===== src/rtl/jamma_input_scanner.sv =====
`default_nettype none
// ============================================================================
//  Module      : jamma_input_scanner
//  Description : Time-multiplexed JAMMA control scanner. Steps the external
//                splitter select through NUM_PLAYERS players. For each player
//                it waits SETTLE_CYC cycles, then samples the shared
//                active-low JJOY bus. Each bit is debounced per player. Raw
//                coin lines are synchronised and then stretched to a minimum
//                low width.
//  Ports       : clk_i          system/pixel clock
//                rst_ni         async active-low reset (release is expected
//                               to be synchronous to clk_i)
//                en_i           scan enable; low freezes scan + debounce
//                jjoy_i         shared joystick bus, active low
//                local_joy_i    on-board joystick, ANDed into player 0
//                jcoin_i        raw coin inputs, active low, asynchronous
//                jselect_o      splitter select = current player index
//                joy_out_o      debounced words, player p at [p*JOY_W +: JOY_W]
//                coin_out_o     stretched coin outputs, active low
//                frame_done_o   1-cycle pulse after the last player's sample
//  Revision    : 1.0  initial release
// ============================================================================
module jamma_input_scanner #(
    parameter int NUM_PLAYERS  = 2,
    parameter int JOY_W        = 8,
    parameter int SEL_W        = 2,
    parameter int SETTLE_CYC   = 2,
    parameter int DEBOUNCE_LEN = 3,
    parameter int COIN_MIN_CYC = 64
) (
    input  logic                         clk_i,
    input  logic                         rst_ni,
    input  logic                         en_i,
    input  logic [JOY_W-1:0]             jjoy_i,
    input  logic [JOY_W-1:0]             local_joy_i,
    input  logic [NUM_PLAYERS-1:0]       jcoin_i,
    output logic [SEL_W-1:0]             jselect_o,
    output logic [NUM_PLAYERS*JOY_W-1:0] joy_out_o,
    output logic [NUM_PLAYERS-1:0]       coin_out_o,
    output logic                         frame_done_o
);

    localparam int SC_W = $clog2(SETTLE_CYC + 1);
    localparam int DB_W = $clog2(DEBOUNCE_LEN + 1);
    localparam int CN_W = $clog2(COIN_MIN_CYC + 1);
    localparam int NB   = NUM_PLAYERS * JOY_W;

    localparam logic [SEL_W-1:0] LAST_P = SEL_W'(NUM_PLAYERS - 1);

    localparam logic [0:0] ST_SETTLE = 1'b0;
    localparam logic [0:0] ST_SAMPLE = 1'b1;

    // ------------------------------------------------------------------
    // Scan FSM state
    // ------------------------------------------------------------------
    logic [0:0]       state_q, state_d;
    logic [SC_W-1:0]  settle_cnt_q, settle_cnt_d;
    logic [SEL_W-1:0] player_q, player_d;
    logic             frame_done_q, frame_done_d;

    // Debounce state: one output bit and one counter per player per bit
    logic [NB-1:0]            joy_q, joy_d;
    logic [NB-1:0][DB_W-1:0]  db_cnt_q, db_cnt_d;

    // Coin path: 2-FF synchroniser plus one delayed copy for edge detection
    logic [NUM_PLAYERS-1:0]            sync1_q, sync2_q, sync3_q;
    logic [NUM_PLAYERS-1:0][CN_W-1:0]  coin_cnt_q, coin_cnt_d;
    logic [NUM_PLAYERS-1:0]            coin_q, coin_d;

    logic [JOY_W-1:0] w_sample;
    logic             w_do_sample;

    // ------------------------------------------------------------------
    // State register
    // ------------------------------------------------------------------
    always_ff @(posedge clk_i or negedge rst_ni) begin
        if (!rst_ni) begin
            state_q      <= ST_SETTLE;
            settle_cnt_q <= '0;
            player_q     <= '0;
            frame_done_q <= 1'b0;
            joy_q        <= '1;
            db_cnt_q     <= '0;
            sync1_q      <= '1;
            sync2_q      <= '1;
            sync3_q      <= '1;
            coin_cnt_q   <= '0;
            coin_q       <= '1;
        end else begin
            state_q      <= state_d;
            settle_cnt_q <= settle_cnt_d;
            player_q     <= player_d;
            frame_done_q <= frame_done_d;
            joy_q        <= joy_d;
            db_cnt_q     <= db_cnt_d;
            sync1_q      <= jcoin_i;
            sync2_q      <= sync1_q;
            sync3_q      <= sync2_q;
            coin_cnt_q   <= coin_cnt_d;
            coin_q       <= coin_d;
        end
    end

    // ------------------------------------------------------------------
    // Next-state logic for the scan FSM
    // ------------------------------------------------------------------
    always_comb begin
        state_d      = state_q;
        settle_cnt_d = settle_cnt_q;
        player_d     = player_q;
        frame_done_d = 1'b0;
        if (en_i) begin
            case (state_q)
                ST_SETTLE: begin
                    // Counter runs 0..SETTLE_CYC-1, i.e. SETTLE_CYC cycles
                    if (settle_cnt_q == SC_W'(SETTLE_CYC - 1)) begin
                        settle_cnt_d = '0;
                        state_d      = ST_SAMPLE;
                    end else begin
                        settle_cnt_d = settle_cnt_q + SC_W'(1);
                    end
                end
                ST_SAMPLE: begin
                    state_d      = ST_SETTLE;
                    frame_done_d = (player_q == LAST_P);
                    player_d     = (player_q == LAST_P) ? '0 : player_q + SEL_W'(1);
                end
                default: state_d = ST_SETTLE;
            endcase
        end
    end

    // Player 0 also sees the on-board joystick (active low, so AND merges)
    assign w_sample    = jjoy_i & ((player_q == '0) ? local_joy_i : '1);
    assign w_do_sample = en_i && (state_q == ST_SAMPLE);

    // ------------------------------------------------------------------
    // Debounce: only the word of the player being sampled moves
    // ------------------------------------------------------------------
    always_comb begin
        joy_d    = joy_q;
        db_cnt_d = db_cnt_q;
        if (w_do_sample) begin
            for (int p = 0; p < NUM_PLAYERS; p++) begin
                if (player_q == SEL_W'(p)) begin
                    for (int b = 0; b < JOY_W; b++) begin
                        if (w_sample[b] == joy_q[p*JOY_W + b]) begin
                            // Agreement (or a glitch returning) restarts the count
                            db_cnt_d[p*JOY_W + b] = '0;
                        end else if (db_cnt_q[p*JOY_W + b] == DB_W'(DEBOUNCE_LEN - 1)) begin
                            joy_d[p*JOY_W + b]    = w_sample[b];
                            db_cnt_d[p*JOY_W + b] = '0;
                        end else begin
                            db_cnt_d[p*JOY_W + b] = db_cnt_q[p*JOY_W + b] + DB_W'(1);
                        end
                    end
                end
            end
        end
    end

    // ------------------------------------------------------------------
    // Coin stretch, independent of en_i. The falling edge cycle itself is
    // the first low cycle (sync2 is already low), so the counter is loaded
    // with COIN_MIN_CYC-1 for a total low width of COIN_MIN_CYC. A busy
    // counter ignores further edges.
    // ------------------------------------------------------------------
    always_comb begin
        coin_cnt_d = coin_cnt_q;
        coin_d     = '1;
        for (int c = 0; c < NUM_PLAYERS; c++) begin
            if (coin_cnt_q[c] != '0) begin
                coin_cnt_d[c] = coin_cnt_q[c] - CN_W'(1);
            end else if (sync3_q[c] && !sync2_q[c]) begin
                coin_cnt_d[c] = CN_W'(COIN_MIN_CYC - 1);
            end
            coin_d[c] = sync2_q[c] && (coin_cnt_q[c] == '0);
        end
    end

    // ------------------------------------------------------------------
    // Outputs
    // ------------------------------------------------------------------
    always_comb begin
        jselect_o    = player_q;
        frame_done_o = frame_done_q;
        joy_out_o    = joy_q;
        coin_out_o   = coin_q;
    end

endmodule
`default_nettype wire


===== config.mk =====
export PLATFORM = sky130hd
export DESIGN_NAME = jamma_input_scanner
export DESIGN_NICKNAME = d
export VERILOG_FILES = /design/src/rtl/jamma_input_scanner.sv
export SDC_FILE = /design/constraint.sdc
export NUM_CORES = 1
export LEC_CHECK = 0
export ABC_AREA = 1
export BUFFER_PORTS_ARGS = -buffer_cell sky130_fd_sc_hd__buf_2
export CORE_MARGIN = 2
export CORE_UTILIZATION = 45
export DETAILED_ROUTE_END_ITERATION = 8
export PLACE_DENSITY = 0.65
export SETUP_SLACK_MARGIN = 0.4
export SLEW_MARGIN = 10
export SYNTH_ARGS = -nofsm -noshare
export SYNTH_HDL_FRONTEND = slang
export SYNTH_SLANG_ARGS = --single-unit
export TNS_END_PERCENT = 5

===== constraint.sdc =====
create_clock -name clk_i -period 3.85 [get_ports clk_i]
set_clock_uncertainty 0.1 [all_clocks]
set_input_delay 0.385 -clock clk_i [delete_from_list [all_inputs] [get_ports clk_i]]
set_output_delay 0.385 -clock clk_i [all_outputs]
set_load 0.01 [all_outputs]

==> impl_metrics.toml, run 1 <==
[logic_synthesis]
synthTopCellsByArea = "dfrtp_1, dfstp_2, nand2_1"
synthesis.nets = 511
ys_ff_latch = 76
synth_top_flop_cell = "dfrtp_1"
synthCells = 486
async_reset_ff_share_pct = 100
synth_area_um2 = 3770
synthTopCellsByCount = "nand2_1, inv_1, nor2_1, dfrtp_1, nand3_1"
avgSynthCellArea_um2 = 7.76
synth_top_area_share_pct = 34.5
synth.most_common_cell = "nand2_1"
ys_seq_area_share_pct = 51.2
synthDistinctLibCells = 23
ys_warn_count = 0
yosysTopAreaCell = "dfrtp_1"
synth-edff-count = 0

[min_path]
whs_path_depth = 1
hold_end = "sync1_q[1]"
hold_path.class = "in2reg"
min_from = "jcoin_i[1]"

[floorplanning]
die_w_um = 95.5
num_rows = 33
core_area_um2 = 8180
die-height_um = 95.5
dieArea_um2 = 9130
initial_utilization_pct = 46.1
io_pins = 42

[flow_run]
maxCapViolCount = 0

[route]
vias = 3139
drtIter0Drc = 156
drcViolationCount = 0
wire_per_inst_um = 11.3
viasPerCell = 4.89
routed_wl_um = 7270
drt_first_pass_iters = 6
antenna_left = 0

[grt]
antenna_found_initial = 0
grt_max_degree = 77
busiest_layer = "met2"
first_global_vias = 2996
grt_overflow_total = 0
track_usage_pct = 17.8
grt_pass1_wl_um = 12600
grt.met3_usage_pct = 4.58
global_route.usage.met1_pct = 21.5
grt_use_met2_pct = 31.3

[clocking]
cts_buffers = 9
clock_sinks = 76
cts_root_buffer = "clkbuf_8"
post_cts_resized = 0
cts_tree = "built"
path_clk_slew_ns = 0.08
hold_buffers = 0
insertion_delay_ns = 0.35
cts_buffer_depth = 2
cts_setup_buffers = 0
htree_levels = 3

[timing]
fin_tns_setup_ns = 0
min_period_over_period_pct = 48.2
rsz0062_at_grt = "false"
timing_hold_violations_final = 0
slew_headroom_pct = 37.9
tightest_slew_ns = 0.932
max_freq_mhz = 538
slew_viol_final = 0
finalSetupViolations = 0
period_needed_ns = 1.86

[setup_path]
critical_path_class = "reg2reg"
rr_worst_depth = 6
timing.rr.start = "jselect_o[0]"
cp-start-kind = "flop"
cp.required_ns = 3.99
crit_fanout = 25
cp.arrival_ns = 1.99
crit_start = "jselect_o[0]"
reg2reg_to = "db_cnt_q[10]"
r2r_setup_slack_ns = 1.99
end_kind = "flop"

[cells_and_area]
area_growth_pct = 14.6
nets = 557
final_util_pct = 52.9
antenna_cells = 0
drive_gt1_share_pct = 16.9

[power]
p_leak_nw = 2.37
total_power_mw = 3.30
ir_drop_mv = 0.372
power.density_nw_per_um2 = 764

[place]
gp_congestion = 0.784
dp_hpwl_um = 5030
portBuffers = 41

[outcome]
outcome = "completed"
[worst max-delay path by stage]
stage	endpoint
6_report	db_cnt_q[10]
5_1_grt	db_cnt_q[2]
4_1_cts	db_cnt_q[6]
3_5_place_dp	db_cnt_q[9]
3_3_place_gp	db_cnt_q[13]
2_1_floorplan	coin_cnt_q[1]
[sequential cells by signal (all words and copies together) (netlist names)]
name,cells
sync1_q,2
sync2_q,2
coin_cnt_q,14
db_cnt_q,32
joy_out_o,16
frame_done_o,1
coin_out_o,2
jselect_o,2
settle_cnt_q,2
state_q,1
sync3_q,2
[report_power, final]
part	leakage, nW	total [mW]	switching, mW	internal, mW
logic	1.32	1.11	0.711	0.404
registers	0.917	1.39	0.238	1.15
clock network	0.133	0.793	0.298	0.495
total	2.37	3.30	1.25	2.05
[logic make-up (layout without fill, tap and decap cells)]
kind of cell               Yosys count  count (layout)  synth area share [%]
xor gates and xnor gates             2               2                 0.465
AOI/OAI and AO/OA                   25              25                  3.35
adders and majority gates            4               4                  1.33
DFF                                 76              76                  51.2
and+or+nand+nor                    285             285                  33.5
buffers and inverters               94             145                  10.1
[per-stage QoR]
stage / instances / hold slack [ns] / setup WS, ns / cell area [um2]
6_report: 642 / 0.0338 / 1.99 / 4320
5_1_grt: 642 / 0.00982 / 1.78 / 4320
4_1_cts: 642 / 0.0179 / 1.96 / 4320
3_5_place_dp: 626 / 0.247 / 1.92 / 4060
3_3_place_gp: 626 / 0.247 / 1.97 / 4060
2_1_floorplan: 486 / -0.0106 / 2.47 / 3770
[worst max-delay path, cell delays in order (launching register included)]
cell and delay, ns:
dfrtp_1 0.42, inv_1 0.11, nand2_1 0.09, nor2_4 0.42
inv_1 0.39, nand2_1 0.15, nand2_1 0.06
[cells in the final DEF (no fill, tap or decap), types with 5 or more instances in the layout]
| master | instances |
|---|---|
| nand3_1 | 44 |
| dfrtp_1 | 52 |
| a21oi_1 | 10 |
| nor2_1 | 57 |
| nand2_1 | 137 |
| inv_1 | 87 |
| nand4_1 | 38 |
| o21ai_1 | 5 |
| clkbuf_8 | 9 |
| o21ai_0 | 9 |
| dfstp_2 | 24 |
| buf_2 | 40 |
[routing by layer]
| metal | vias up | part of all wire, % | wire length (um) |
|---|---|---|---|
| met5 | - | 0 | 0 |
| met4 | 0 | 1.2 | 90 |
| met1 | 1469 | 47 | 3380 |
| li1 | 1617 | - | - |
| met3 | 8 | 3.5 | 252 |
| met2 | 45 | 49 | 3540 |
[cell type report]
| type | instances | area, um2 |
|---|---|---|
| flip-flops and latches | 76 | 1930 |
| clock buffers | 9 | 124 |
| inverters | 88 | 330 |
| multi-input cells | 316 | 1460 |
| clock inverters | 7 | 139 |
| well taps | 105 | 131 |
| repair buffers | 41 | 208 |
| fillers | 785 | 3850 |
(Power assumes the default switching activity.)
==> run 2, diff against run 1 <==
Settings changed: ABC_AREA 1 to 0, PLACE_DENSITY 0.65 to 0.68.
Clock period 3.85 ns to 1.7 ns, I/O delays scaled along.
==> run 2 against run 1 <==
Against the previous run:
- synthesized cell count is 36% lower
- clock power is 79% higher
- area after synthesis is 5.4% lower
- combinational power is 140% higher
- global-route usage is 0.19 points higher
==> impl_metrics.toml, run 2 <==
[clocking]
clock_sinks = 76
cts_buffer_depth = 2
cts_buffers = 9
cts_tree = "built"
insertion_delay_ns = 0.35
htree_levels = 3
path_clk_slew_ns = 0.08
cts_root_buffer = "clkbuf_8"

[cells_and_area]
drive_gt1_share_pct = 41.0
antenna_cells = 0
layout_common_cells = "dfrtp_1, buf_2, nand2_1, buf_4, dfstp_2"
largest_register_ffs = 32
final_cells = 492
nets = 410
seq_area_um2 = 1930
layout_commonest_cell = "dfrtp_1"
top_register = "db_cnt_q"
area_growth_pct = 26.9
multi_input_area_um2 = 1700
fillers = 669

[power]
ir_drop_mv = 0.651
intPower_mw = 4.54
sw_frac_of_total_pct = 35.4
total_power_mw = 7.02
p_clk_share_pct = 20.2
p_leak_nw = 1.97
p_seq_share_pct = 42.2
power.density_nw_per_um2 = 1550
power.switching_mw = 2.48
comb_power_share_pct = 37.6

[outcome]
outcome = "completed"

[timing]
timing_hold_violations_final = 0
period_needed_ns = 1.66
slew_headroom_pct = 71.1
tightest_slew_ns = 0.432
finalSetupViolations = 0
max_freq_mhz = 604
fin_ws_ns = 0.0438
slew_viol_final = 0
rsz0062_at_grt = "true"
fin_tns_setup_ns = 0
min_period_over_period_pct = 97.4

[setup_path]
crit_path_top_delay_cell = "or3_4"
critical_path_class = "reg2reg"
cp.required_ns = 1.83
crit_fanout = 5
end_kind = "flop"
cp.arrival_ns = 1.79
path_cells = "or3_4, or3_4, mux2_4"
cpPeakStageDelay_ns = 0.43
cp_common_cell = "or3_4"
cp-start-kind = "flop"
rr_worst_depth = 3

[logic_synthesis]
synthTopCellsByCount = "dfrtp_1, nand2_1, dfstp_2, nor3b_1, o31ai_1"
synth-edff-count = 0
synth_top_area_share_pct = 36.5
yosysTopAreaCell = "dfrtp_1"
async_reset_ff_share_pct = 100
synthDistinctLibCells = 39
ys_ff_latch = 76
synth_area_um2 = 3570
synthesis.nets = 335
ys_warn_count = 0
synthCells = 310
avgSynthCellArea_um2 = 11.5
synth.most_common_cell = "dfrtp_1"
synthTopCellsByArea = "dfrtp_1, dfstp_2, mux2_2"
ys_seq_area_share_pct = 54.2
synth_top_flop_cell = "dfrtp_1"

[place]
dp_hpwl_um = 4860
portBuffers = 41
placedCellCount = 463
preCtsSetupSlack_ns = 0.0140
gp_congestion = 0.790

[floorplanning]
initial_utilization_pct = 46.4
die-height_um = 93.0
io_pins = 42
num_rows = 32
core_area_um2 = 7690
die_w_um = 93.0
dieArea_um2 = 8650

[min_path]
whs_path_depth = 2
hold_path.class = "in2reg"

[route]
antenna_left = 0
drt_first_pass_iters = 4
vias = 2597
viasPerCell = 5.28
drcViolationCount = 0
wire_per_inst_um = 15.2
drtIter0Drc = 62
routed_wl_um = 7480

[grt]
grt_max_degree = 77
grt_overflow_total = 0
track_usage_pct = 18.0
first_global_vias = 2592
grt_pass1_wl_um = 12200
antenna_found_initial = 0

[flow_run]
maxCapViolCount = 0
## run 2: changes by cell type in the layout (fill, tap and decap cells not counted), sizes merged, moves of 9 or more
cell | previous run | this run
mux2 | 0 | 18
buf | 41 | 68
nand4 | 38 | 0
inv | 88 | 15
nand3 | 47 | 0
nor3 | 0 | 9
nor2 | 60 | 5
nor3b | 0 | 22
o31ai | 0 | 21
nand2 | 138 | 32
a211oi | 0 | 9
## run 2: path summary, 6_finish.rpt
| kind | start | to | slack, ns |
|---|---|---|---|
| max | coin_cnt_q[4] | coin_cnt_q[6] | 0.04 |
| min | en_i | jselect_o[1] | 0.04 |
| max reg2reg | coin_cnt_q[4] | coin_cnt_q[6] | 0.04 |
| min reg2reg | sync1_q[0] | sync2_q[0] | 0.26 |
| max in group asynchronous | rst_ni | joy_out_o[5] | 0.87 |
| min in group asynchronous | rst_ni | coin_cnt_q[5] | 0.27 |
## run 2: metrics by stage
| stage | util [%] | cell area [um2] | hold slack [ns] |
|---|---|---|---|
| detailed placement | 53.0 | 4080 | 0.124 |
| CTS | 57.6 | 4430 | 0.00483 |
| finish | 58.9 | 4530 | 0.0420 |
| floorplan | - | 3610 | -0.226 |
| global route | 58.9 | 4530 | 0.0653 |
| global placement | 53.0 | 4080 | 0.121 |
## run 2: power by group through the flow
| stage | combinational (mW) | sequential (mW) | clock (mW) |
|---|---|---|---|
| floorplan | 1.42 | 2.95 | 0 |
| global placement | 2.17 | 2.93 | 0 |
| detailed placement | 2.26 | 2.96 | 0 |
| CTS | 2.52 | 2.93 | 1.46 |
| global route | 2.90 | 3.05 | 1.53 |
| finish | 2.64 | 2.96 | 1.42 |
## run 2: repair_timing
action | in CTS | in global routing
setup buffers | 8 | 1
pin swaps | 4 | 1
cloned | 0 | 1
setup endpoints to repair | 82 | 83
endpoints found under the hold margin | 54 | 0
gates resized for setup | 12 | 14
hold buffers | 3 | 0
## run 2: cell families after synthesis
| logic type | share of synthesized area (%) |
|---|---|
| AOI/OAI and AO/OA | 13.0 |
| muxes | 7.19 |
| buffers and inverters | 2.63 |
| DFF | 54.2 |
| adders and majority gates | 1.40 |
| xor gates and xnor gates | 4.42 |
| and+or+nand+nor | 17.2 |
## run 2: routing by layer
layer	up-vias	routed length, um	track usage (%)	share of wire, %
met2	43	3760	29.9	50
li1	1267	-	-	-
met5	-	0	0	0
met3	10	264	4.67	3.5
met4	0	127	8.21	1.7
met1	1277	3330	22.1	44
## run 2: worst max-delay path: cells and delay by family, from the launching register on
family / cells / cell delay (ns)
muxes: 1 / 0.30
DFF: 1 / 0.38
and+or+nand+nor: 2 / 0.77
## run 2: final cells by class
type,instances,share of cell area [%]
flip-flops and latches,76,42.7
multi-input cells,210,37.5
repair buffers,72,11.1
well taps,102,2.82
clock buffers,12,3.43
inverters,16,1.33
clock inverters,4,1.05
==> run 3, diff against run 2 <==
Settings changed: SETUP_SLACK_MARGIN 0.4 to default.
==> run 3 against run 2 <==
Against the previous run:
- the flow now finishes with violations (negative setup slack)
- combinational power down 16%
- critical path depth up 2
- via count down 2.2%
- clock power down 13%
- critical endpoint unchanged
==> impl_metrics.toml, run 3 (same netlist as run 2, synthesis figures left out) <==
[outcome]
outcome = "finished with violations"
violations = "negative setup slack"

[place]
preCtsSetupSlack_ns = 0.0323
place_area_um2 = 4040
gp_congestion = 0.839
dp_hpwl_um = 4810
portBuffers = 41

[power]
comb_power_share_pct = 34.6
total_power_mw = 6.40
p_leak_nw = 1.88
power.switching_mw = 2.25
p_clk_share_pct = 19.2
ir_drop_mv = 0.707
power.density_nw_per_um2 = 1480
sw_frac_of_total_pct = 35.1
intPower_mw = 4.15
p_seq_share_pct = 46.2

[setup_path]
critical_path_class = "reg2reg"
end_kind = "flop"
cp.required_ns = 1.83
cp-start-kind = "flop"
cp.arrival_ns = 1.83
crit_fanout = 4

[timing]
finalSetupViolations = 1
rsz0062_at_grt = "true"
min_period_over_period_pct = 100
timing_hold_violations_final = 0
tightest_slew_ns = 0.432
whs_ns = 0.0463
fin_ws_ns = -0.000801
max_freq_mhz = 588
slew_viol_final = 0
slew_headroom_pct = 71.2
fin_tns_setup_ns = -0.000801
period_needed_ns = 1.70

[clocking]
cts_root_buffer = "clkbuf_8"
cts_buffers = 9
insertion_delay_ns = 0.35
clock_sinks = 76
cts_buffer_depth = 2
cts_tree = "built"
htree_levels = 3
path_clk_slew_ns = 0.07

[cells_and_area]
seq_area_um2 = 1930
largest_register_ffs = 32
antenna_cells = 0
fillers = 659
top_register = "db_cnt_q"
nets = 401
layout_common_cells = "dfrtp_1, buf_2, nand2_1, dfstp_2, o31ai_1"
stdcell_area_um2 = 4310
area_growth_pct = 20.8
layout_commonest_cell = "dfrtp_1"
multi_input_area_um2 = 1590
drive_gt1_share_pct = 36.0

[grt]
antenna_found_initial = 0
grt_max_degree = 40
track_usage_pct = 17.0
first_global_vias = 2530
grt_pass1_wl_um = 11500
grt_overflow_total = 0

[route]
drtIter0Drc = 94
drcViolationCount = 0
vias = 2539
wire_per_inst_um = 13.8
routed_wl_um = 6670
drt_first_pass_iters = 4
viasPerCell = 5.26
antenna_left = 0

[floorplanning]
die-height_um = 93.0
io_pins = 42
initial_utilization_pct = 46.4
num_rows = 32
die_w_um = 93.0
dieArea_um2 = 8650
core_area_um2 = 7690

[flow_run]
maxCapViolCount = 0

[min_path]
hold_path.class = "in2reg"
## run 3: cell types whose count changed in the layout (fill, tap and decap cells not counted), moves of 3 or more
cell / change
nor3b_2: -5
ha_4: -3
nor3b_1: +6
buf_4: -11
## run 3: worst max-delay path, cell delays in order, from the launching register on
cell and delay, ns:
dfrtp_1 0.41, inv_1 0.10, ha_1 0.18, inv_1 0.08, or3_1 0.40, mux2_4 0.31
## run 3: repair_timing
| action | 4_1_cts | 5_1_grt |
|---|---|---|
| hold endpoints to repair | 31 | 0 |
| gates cloned | 0 | 0 |
| buffers inserted | 0 | 0 |
| hold buffers | 4 | 0 |
| endpoints found under the setup margin | 1 | 22 |
| pin swaps | 0 | 2 |
| resized for setup | 1 | 12 |
## run 3: final timing paths
check                               from       endpoint  slack [ns]  cells after the start
max                        coin_cnt_q[1]  coin_cnt_q[6]     -0.0008                      5
min                                 en_i   jselect_o[0]        0.05                      3
max reg2reg                coin_cnt_q[1]  coin_cnt_q[6]     -0.0008                      5
min reg2reg                   sync1_q[0]     sync2_q[0]        0.26                      0
max in group asynchronous         rst_ni  joy_out_o[15]        0.68                      3
min in group asynchronous         rst_ni   db_cnt_q[23]        0.20                      2
## run 3: final cells by class
class,count,share of cell area (%)
sequential,76,44.9
tap,102,2.96
multi-input combinational,210,37.0
inverter,16,1.39
timing repair buffer,63,9.79
clock buffer,14,3.78
clock inverter,2,0.232
## run 3: power by group through the flow
stage	clock [mW]	sequential, mW	combinational [mW]
global placement	0	2.92	2.11
global route	1.33	3.05	2.49
finish	1.23	2.96	2.21
floorplan	0	2.94	1.39
detailed placement	0	2.95	2.19
CTS	1.26	2.94	2.20
## run 3: metrics by stage
stage | std cells | utilization (%)
floorplan | 310 | -
global placement | 463 | 52.6
detailed placement | 463 | 52.6
CTS | 483 | 55.4
global route | 483 | 56.0
finish | 483 | 56.0
## run 3: per-layer routing
layer / share of wire, % / global-route usage (%)
met5: 0 / 0
met4: 2.3 / 8.46
met3: 3.9 / 3.63
met2: 49 / 28.2
met1: 45 / 21.1
